$ cat src/rtl/cp0_tlb_ctrl.sv
// rtl/cp0_tlb_ctrl.sv - CP0 TLB register file and TLBP/TLBR/TLBWI/TLBWR sequencer
module cp0_tlb_ctrl #(
   parameter int TLB_ENTRIES  = 8,
   parameter int RANDOM_RESET = 7
) (
   input  logic        clk,
   input  logic        rst,
   input  logic        op_valid,
   input  logic [1:0]  op_code,
   output logic        op_ready,
   output logic        op_done,
   input  logic        cp0_we,
   input  logic [4:0]  cp0_waddr,
   input  logic [31:0] cp0_wdata,
   input  logic [4:0]  cp0_raddr,
   output logic [31:0] cp0_rdata,
   output logic        tlbwi,
   output logic        tlbwr,
   output logic        tlbp,
   output logic [2:0]  cp0_index,
   output logic [2:0]  cp0_random,
   output logic [85:0] tlb_conf_wdata,
   input  logic [85:0] tlb_conf_rdata,
   input  logic        miss_probe,
   input  logic [3:0]  matched_index_probe,
   output logic [7:0]  curr_ASID
);

   localparam int IW = $clog2(TLB_ENTRIES);
   localparam logic [IW-1:0] RAND_RST = IW'(RANDOM_RESET);

   localparam logic [1:0] OP_TLBP  = 2'b00;
   localparam logic [1:0] OP_TLBR  = 2'b01;
   localparam logic [1:0] OP_TLBWI = 2'b10;
   localparam logic [1:0] OP_TLBWR = 2'b11;

   localparam logic [4:0] R_INDEX   = 5'd0;
   localparam logic [4:0] R_RANDOM  = 5'd1;
   localparam logic [4:0] R_LO0     = 5'd2;
   localparam logic [4:0] R_LO1     = 5'd3;
   localparam logic [4:0] R_WIRED   = 5'd6;
   localparam logic [4:0] R_ENTRYHI = 5'd10;

   typedef enum logic [1:0] {S_IDLE, S_ISSUE, S_DONE} state_t;

   state_t        state_q, state_d;
   logic [1:0]    op_q;

   logic          p_q;
   logic [IW-1:0] idx_q;
   logic [IW-1:0] random_q;
   logic [IW-1:0] wired_q;
   logic [18:0]   vpn2_q;
   logic [7:0]    asid_q;
   // EntryLo held as {PFN, C, D, V, G}
   logic [25:0]   lo0_q;
   logic [25:0]   lo1_q;

   logic          wired_write;
   logic          unused_bits;

   assign unused_bits = ^{matched_index_probe[3], tlb_conf_rdata[7:0]};
   assign wired_write = cp0_we && (cp0_waddr == R_WIRED);

   always_ff @(posedge clk or negedge rst) begin
      if (!rst) begin
         state_q <= S_IDLE;
         op_q    <= OP_TLBP;
      end else begin
         state_q <= state_d;
         if (op_valid && op_ready)
            op_q <= op_code;
      end
   end

   always_comb begin
      state_d  = state_q;
      op_ready = 1'b0;
      op_done  = 1'b0;
      tlbp     = 1'b0;
      tlbwi    = 1'b0;
      tlbwr    = 1'b0;
      case (state_q)
         S_IDLE: begin
            op_ready = 1'b1;
            if (op_valid)
               state_d = S_ISSUE;
         end
         S_ISSUE: begin
            tlbp    = (op_q == OP_TLBP);
            tlbwi   = (op_q == OP_TLBWI);
            tlbwr   = (op_q == OP_TLBWR);
            state_d = S_DONE;
         end
         S_DONE: begin
            op_done = 1'b1;
            state_d = S_IDLE;
         end
         default: state_d = S_IDLE;
      endcase
   end

   // Captures are written after MTC0 so a same-cycle capture wins.
   always_ff @(posedge clk or negedge rst) begin
      if (!rst) begin
         p_q      <= 1'b0;
         idx_q    <= '0;
         random_q <= RAND_RST;
         wired_q  <= '0;
         vpn2_q   <= '0;
         asid_q   <= '0;
         lo0_q    <= '0;
         lo1_q    <= '0;
      end else begin
         if (cp0_we) begin
            case (cp0_waddr)
               R_INDEX:   idx_q   <= cp0_wdata[IW-1:0];
               R_LO0:     lo0_q   <= cp0_wdata[25:0];
               R_LO1:     lo1_q   <= cp0_wdata[25:0];
               R_WIRED:   wired_q <= cp0_wdata[IW-1:0];
               R_ENTRYHI: begin
                  vpn2_q <= cp0_wdata[31:13];
                  asid_q <= cp0_wdata[7:0];
               end
               default: ;
            endcase
         end

         if (wired_write)
            random_q <= RAND_RST;
         else if (state_q == S_IDLE)
            random_q <= (random_q == wired_q) ? RAND_RST : random_q - IW'(1);

         if (state_q == S_DONE) begin
            if (op_q == OP_TLBP) begin
               p_q <= miss_probe;
               if (!miss_probe)
                  idx_q <= matched_index_probe[IW-1:0];
            end else if (op_q == OP_TLBR) begin
               vpn2_q <= tlb_conf_rdata[85:67];
               asid_q <= tlb_conf_rdata[66:59];
               lo0_q  <= {tlb_conf_rdata[58:34], tlb_conf_rdata[8]};
               lo1_q  <= {tlb_conf_rdata[33:9],  tlb_conf_rdata[8]};
            end
         end
      end
   end

   assign cp0_index      = idx_q;
   assign cp0_random     = random_q;
   assign curr_ASID      = asid_q;
   assign tlb_conf_wdata = {vpn2_q, asid_q, lo0_q[25:1], lo1_q[25:1],
                            lo0_q[0] & lo1_q[0], 8'h00};

   always_comb begin
      cp0_rdata = 32'h0;
      case (cp0_raddr)
         R_INDEX:   cp0_rdata = {p_q, 28'b0, idx_q};
         R_RANDOM:  cp0_rdata = {29'b0, random_q};
         R_LO0:     cp0_rdata = {6'b0, lo0_q};
         R_LO1:     cp0_rdata = {6'b0, lo1_q};
         R_WIRED:   cp0_rdata = {29'b0, wired_q};
         R_ENTRYHI: cp0_rdata = {vpn2_q, 5'b0, asid_q};
         default:   cp0_rdata = 32'h0;
      endcase
   end

endmodule

$ cat config.mk
export PLATFORM = sky130hd
export DESIGN_NAME = cp0_tlb_ctrl
export DESIGN_NICKNAME = d
export VERILOG_FILES = /design/src/rtl/cp0_tlb_ctrl.sv
export SDC_FILE = /design/constraint.sdc
export NUM_CORES = 1
export LEC_CHECK = 0
export ABC_CLOCK_PERIOD_IN_PS = 3900
export BUFFER_PORTS_ARGS = -buffer_cell sky130_fd_sc_hd__buf_2
export CORE_MARGIN = 2
export CORE_UTILIZATION = 32
export DETAILED_ROUTE_END_ITERATION = 8
export GPL_TIMING_DRIVEN = 0
export PLACE_DENSITY_LB_ADDON = 0.2
export SYNTH_ARGS = -nofsm -noshare
export SYNTH_HDL_FRONTEND = slang
export SYNTH_SLANG_ARGS = --single-unit
$ cat constraint.sdc
create_clock -name clk -period 3.9 [get_ports clk]
set_input_delay 0.195 -clock clk [delete_from_list [all_inputs] [get_ports clk]]
set_output_delay 0.195 -clock clk [all_outputs]
set_load 0.005 [all_outputs]
==> impl_metrics.yaml, run 1 <==
timing:
  min_period_over_period_pct: 70.3
  final-setup-viol-count: 0
  max_freq_ghz: 0.365
  maxSlewHeadroom_pct: 19.9
  worst_pin_slew_ns: 1.20
  fin_ws_ns: 1.16
  finalWorstPathRequiredPeriod_ns: 2.74
  hold_viol: 0
  fin_skew_ns: 0.00957
  rsz0062_at_grt: "false"
  fin_tns_setup_ns: 0
  slew_violations: 0
grt:
  grt_pass1_wl_microns: 31600
  grt_max_degree: 48
  overflow: 0
  antenna_found_initial: 3
  grtUsageTotal_pct: 23.5
  grt_pass1_vias: 5474
worst_setup_path:
  path_delay_family: "buffers and inverters"
  cp-end-kind: "output pin"
  setup.worst_path.start_class: "primary input"
  cp_max_fo: 10
  crit_type: "primary input to output pin"
  path_cells: "buf_2 > nor3_1 > and3_1 > clkbuf_1 > clkbuf_1 > a222oi_1 > inv_1 > buf_2"
  crit_required_ns: 3.70
  arrival_ns: 2.55
  critPathSlowestCell: "nor3_1"
  cp_slowest_stage_delay_ns: 0.59
  cp_num_buf_inv: 5
clock_tree:
  htree_levels: 3
  cts_tree: "yes"
  ctsResizeCount: 0
  numCtsBuffers: 9
  root_buffer: "clkbuf_16"
  postCtsSetupBuffers: 0
  cts.sinks: 93
  clk_pin_slew_ns: 0.07
  clockBufferDepth: 2
  clk_latency_ns: 0.35
logic_synthesis:
  synth.avg_cell_area_sq_um: 8.31
  synth_top_cell_by_area: "dfrtp_1"
  synth_area_leaders: "dfrtp_1 (43%), nand2_1 (12%), buf_4 (9.4%)"
  yosysSeqAreaShare_pct: 44.1
  ys.warnings.count: 0
  syn_area_sq_um: 5290
  synth.distinct_cells: 41
  netlist.area_leader.share_pct: 42.6
  yosys_register_bits: 93
  syn-instance-count: 636
die:
  ios: 276
  design.core.area_sq_um: 16000
  start_util_pct: 33.0
  fp.dieH_microns: 133
  std_cell_rows: 46
  die_w_microns: 133
  die_area_sq_um: 17600
power:
  cellLeakagePower_nw: 3.87
  vdd_ir_drop_max_mv: 0.258
  powerDensity_nw_per_um2: 635
layout:
  syn2layout_area_growth_pct: 36.7
  layout-drive-gt1-share_pct: 39.8
  fillers: 1725
  instances_no_fill: 1138
  final_area_sq_um: 7220
  final_nets: 1055
  mostFrequentLayoutCell: "buf_2"
  final_cell_mix: "buf_2 (266), nand2_1 (162), dfrtp_1 (90), nor2_1 (86), a31oi_1 (79)"
detailed_routing:
  drt.antenna.violating_nets: 0
  finalWirelength_microns: 20900
  wl_per_cell_microns: 18.4
  dr_total_vias: 5635
  drc: 0
  drt-pass1-iter-count: 7
  drt_iter0_drc: 449
  via_per_inst: 4.95
placed_design:
  io_buffers: 258
  pre_cts_slack_ns: 1.20
  place_congestion: 0.788
  place_inst: 1119
  dp_hpwl_microns: 15600
  dpl_cell_area_sq_um: 6910
run:
  drv_cap: 0
hold_path:
  hold_path.class: "primary input to flop"
outcome:
  status: "finished, final reports clean"
## cells in the mapped netlist (all sizes together)
library cell	instances
a221oi	1
or4	1
xor2	3
nand3b	4
a21oi	4
and2	6
nand2	162
nor3	5
or4b	1
conb	1
dfstp	3
mux2i	3
dfrtp	90
a22o	5
buf	76
o21a	1
mux2	5
nand3	2
nor2	86
o21ai	2
a32o	1
nor4	2
inv	25
a222oi	21
nor4bb	1
ha	1
and3b	1
mux4	3
o22ai	1
nor3b	2
clkbuf	29
a31oi	79
and3	3
nor4b	3
nor2b	1
nand2b	2
## per-layer routing
| metal | track usage (%) | up-vias | part of all wire [%] |
|---|---|---|---|
| met5 | 0 | - | 0.14 |
| met4 | 5.32 | 4 | 1.2 |
| met2 | 39.3 | 251 | 48 |
| li1 | - | 2682 | - |
| met3 | 5.82 | 21 | 7.6 |
| met1 | 30.7 | 2677 | 43 |
## layout make-up
cell class              instances  area (sq um)  share of cell area (%)
diodes                          2          5.00                  0.0693
plain buffers                 105           667                    9.23
clock buffers                  11           243                    3.36
clock inverters                 5          57.6                   0.797
inverters                      25          93.8                    1.30
multi-input cells             420          2220                    30.7
flip-flops and latches         93          2330                    32.3
well taps                     216           270                    3.74
repair buffers                261          1340                    18.5
## power by group
group / total, mW / internal [mW] / leakage, nW / switching (mW)
logic: 1.79 / 1.07 / 2.66 / 0.726
clock network: 0.904 / 0.516 / 0.150 / 0.388
registers: 1.89 / 1.44 / 1.06 / 0.446
## kinds of logic (layout without fill, tap and decap cells)
kind of cell / Yosys count / after routing / synth area share [%]
AOI/OAI and AO/OA: 115 / 115 / 15.3
xor gates and xnor gates: 3 / 3 / 0.497
adders and majority gates: 1 / 1 / 0.237
buffers and inverters: 130 / 407 / 14.4
DFF: 93 / 93 / 44.1
muxes: 11 / 11 / 2.91
other: 1 / 10 / 0.0709
and+or+nand+nor: 282 / 282 / 22.5
## sequential cells by signal, summed over array words and instances (netlist names)
| register | cells |
|---|---|
| cp0_index | 3 |
| cp0_random | 3 |
| curr_ASID | 8 |
| lo0_q | 26 |
| lo1_q | 26 |
| op_q | 2 |
| p_q | 1 |
| state_q | 2 |
| vpn2_q | 19 |
| wired_q | 3 |
## worst register-to-register path, cell delays in order, from the launching register on
cell and delay, ns:
dfrtp_1 0.42, nand2b_1 0.17, inv_1 0.06, nand3b_1 0.18
clkbuf_1 0.48, clkbuf_1 0.51, a31oi_1 0.17
## per-stage QoR
stage / util [%] / hold WS [ns] / total power [mW]
6_report: 45.2 / 0.0748 / 4.59
5_1_grt: 45.1 / 0.0675 / 4.91
4_1_cts: 45.1 / 0.0622 / 4.64
3_5_place_dp: 43.2 / 0.272 / 3.71
3_3_place_gp: 43.0 / 0.431 / 3.68
2_1_floorplan: - / -0.101 / 2.84
## path summary, 6_finish.rpt
path	from	endpoint	slack [ns]	cells past startpoint
setup / recovery	cp0_raddr[3]	cp0_rdata[18]	1.16	8
min in group asynchronous	rst	lo1_q[12]	0.42	2
hold / removal	op_code[0]	op_q[0]	0.07	2
setup reg to reg	state_q[0]	vpn2_q[14]	1.77	6
hold reg to reg	p_q	p_q	0.50	1
max in group asynchronous	rst	cp0_random[1]	2.74	3
## timing repair
| action | CTS | global route |
|---|---|---|
| setup endpoints to repair | 0 | 0 |
| hold buffers | 1 | 0 |
| hold endpoints to repair | 45 | 0 |
(Power assumes the default switching activity.)
==> run 2: changes to the inputs <==
--- a/config.mk
+++ b/config.mk
@@ -5,7 +5,7 @@
 export SDC_FILE = /design/constraint.sdc
 export NUM_CORES = 1
 export LEC_CHECK = 0
-export ABC_CLOCK_PERIOD_IN_PS = 3900
+export ABC_CLOCK_PERIOD_IN_PS = 2300
 export BUFFER_PORTS_ARGS = -buffer_cell sky130_fd_sc_hd__buf_2
 export CORE_MARGIN = 2
 export CORE_UTILIZATION = 32
==> constraint.sdc (replaced) <==
create_clock -name clk -period 2.3 [get_ports clk]
set_input_delay 0.115 -clock clk [delete_from_list [all_inputs] [get_ports clk]]
set_output_delay 0.115 -clock clk [all_outputs]
set_load 0.005 [all_outputs]
==> run 2 against run 1 <==
Sequential power up 70%. Clock power up 70%. Worst hold slack worse by 0.061 ns. Cell area up 0.88%. Clock-buffer cell count unchanged. Sequential cell count unchanged.
==> impl_metrics.yaml, run 2 (synthesis results as in run 1) <==
worst_setup_path:
  crit_required_ns: 2.18
  rrSetupSlack_ns: 0.27
  r2r_cells: 6
  cp_max_fo: 10
  crit_type: "primary input to output pin"
  setup.worst_path.start_class: "primary input"
  cp-end-kind: "output pin"
  reg2reg_from: "state_q[0]"
  r2r_end: "lo1_q[2]"
  arrival_ns: 2.10
power:
  power_mw: 7.79
  powerDensity_nw_per_um2: 1070
  vdd_ir_drop_max_mv: 0.441
  cellLeakagePower_nw: 3.91
placed_design:
  dpl_cell_area_sq_um: 6910
  pre_cts_slack_ns: -0.243
  place_inst: 1119
  place_congestion: 0.788
  dp_hpwl_microns: 15600
  io_buffers: 258
detailed_routing:
  wl_per_cell_microns: 18.4
  via_per_inst: 4.92
  drc: 0
  dr_total_vias: 5618
  drt.antenna.violating_nets: 0
  drt_iter0_drc: 453
  finalWirelength_microns: 21000
  drt-pass1-iter-count: 5
layout:
  final_area_sq_um: 7290
  instances_no_fill: 1142
  final_cell_mix: "buf_2 (266), nand2_1 (162), dfrtp_1 (90), nor2_1 (86), a31oi_1 (79)"
  fin_util_pct: 45.6
  mostFrequentLayoutCell: "buf_2"
  layout-drive-gt1-share_pct: 40.6
  final_nets: 1059
  reg.largest.list: "lo0_q (26), lo1_q (26), vpn2_q (19)"
  syn2layout_area_growth_pct: 37.9
clock_tree:
  clockBufferDepth: 2
  cts_tree: "yes"
  postCtsSetupBuffers: 0
  cts.sinks: 93
  htree_levels: 3
  root_buffer: "clkbuf_16"
  clk_pin_slew_ns: 0.07
  numCtsBuffers: 9
  clk_latency_ns: 0.35
grt:
  overflow: 0
  grtUsageTotal_pct: 23.6
  grt_max_degree: 48
  grt_pass1_wl_microns: 31800
  grt_pass1_vias: 5517
  antenna_found_initial: 3
die:
  start_util_pct: 33.0
  ios: 276
  die_w_microns: 133
  std_cell_rows: 46
  die_area_sq_um: 17600
  fp.dieH_microns: 133
  design.core.area_sq_um: 16000
hold_path:
  hold_path.class: "primary input to flop"
  holdPathStages: 3
  hold_path_end: "cp0_index[1]"
  min-delay-start: "matched_index_probe[1]"
timing:
  final-setup-viol-count: 0
  max_freq_ghz: 0.452
  rsz0062_at_grt: "true"
  worst_pin_slew_ns: 0.742
  maxSlewHeadroom_pct: 50.3
  hold_viol: 0
  min_period_over_period_pct: 96.2
  fin_skew_ns: 0.00739
  slew_violations: 0
  fin_tns_setup_ns: 0
  timing.hold.ws_ns: 0.0137
  finalWorstPathRequiredPeriod_ns: 2.21
  fin_ws_ns: 0.0881
outcome:
  status: "finished, final reports clean"
run:
  drv_cap: 0
run 2: cell type report:
class	instances	area, sq um
fillers	1717	8710
diodes	2	5.00
repair buffers	265	1380
inverters	25	93.8
flip-flops and latches	93	2330
plain buffers	105	677
clock buffers	11	243
clock inverters	5	57.6
multi-input cells	420	2230
well taps	216	270
run 2: metal layers:
| layer | global-route usage, % | vias to the layer above | routed length, microns |
|---|---|---|---|
| met1 | 30.6 | 2635 | 8970 |
| met4 | 5.32 | 4 | 272 |
| li1 | - | 2685 | - |
| met5 | 0 | - | 30 |
| met2 | 39.9 | 271 | 10100 |
| met3 | 5.82 | 23 | 1680 |
run 2: report_power, final:
part	internal [mW]	total, mW	leakage [nW]	switching, mW
sequential	2.45	3.21	1.06	0.756
clock	0.876	1.54	0.150	0.661
combinational	1.82	3.05	2.70	1.23
run 2: how the worst max path moves through the flow:
stage                  from       endpoint  slack [ns]  depth (start not counted)
6_report       cp0_raddr[0]  cp0_rdata[18]        0.09                          7
5_1_grt        cp0_raddr[0]  cp0_rdata[25]       -0.07                          7
4_1_cts        cp0_raddr[3]  cp0_rdata[25]        0.01                          8
3_5_place_dp   cp0_raddr[3]  cp0_rdata[25]       -0.24                          8
3_3_place_gp   cp0_raddr[0]  cp0_rdata[18]       -0.48                          7
2_1_floorplan    state_q[0]      lo0_q[10]        0.81                          7
run 2: critical path: stages:
cell      delay, ns
buf_2          0.15
nand2b_1       0.21
nor4_1         0.57
buf_1          0.62
a222oi_1       0.22
inv_1          0.10
buf_2          0.11
run 2: what timing repair did:
item | in CTS | in global routing
hold buffers | 5 | 0
gates cloned | 0 | 0
hold endpoints to repair | 49 | 0
gates resized for setup | 3 | 14
endpoints found under the setup margin | 27 | 45
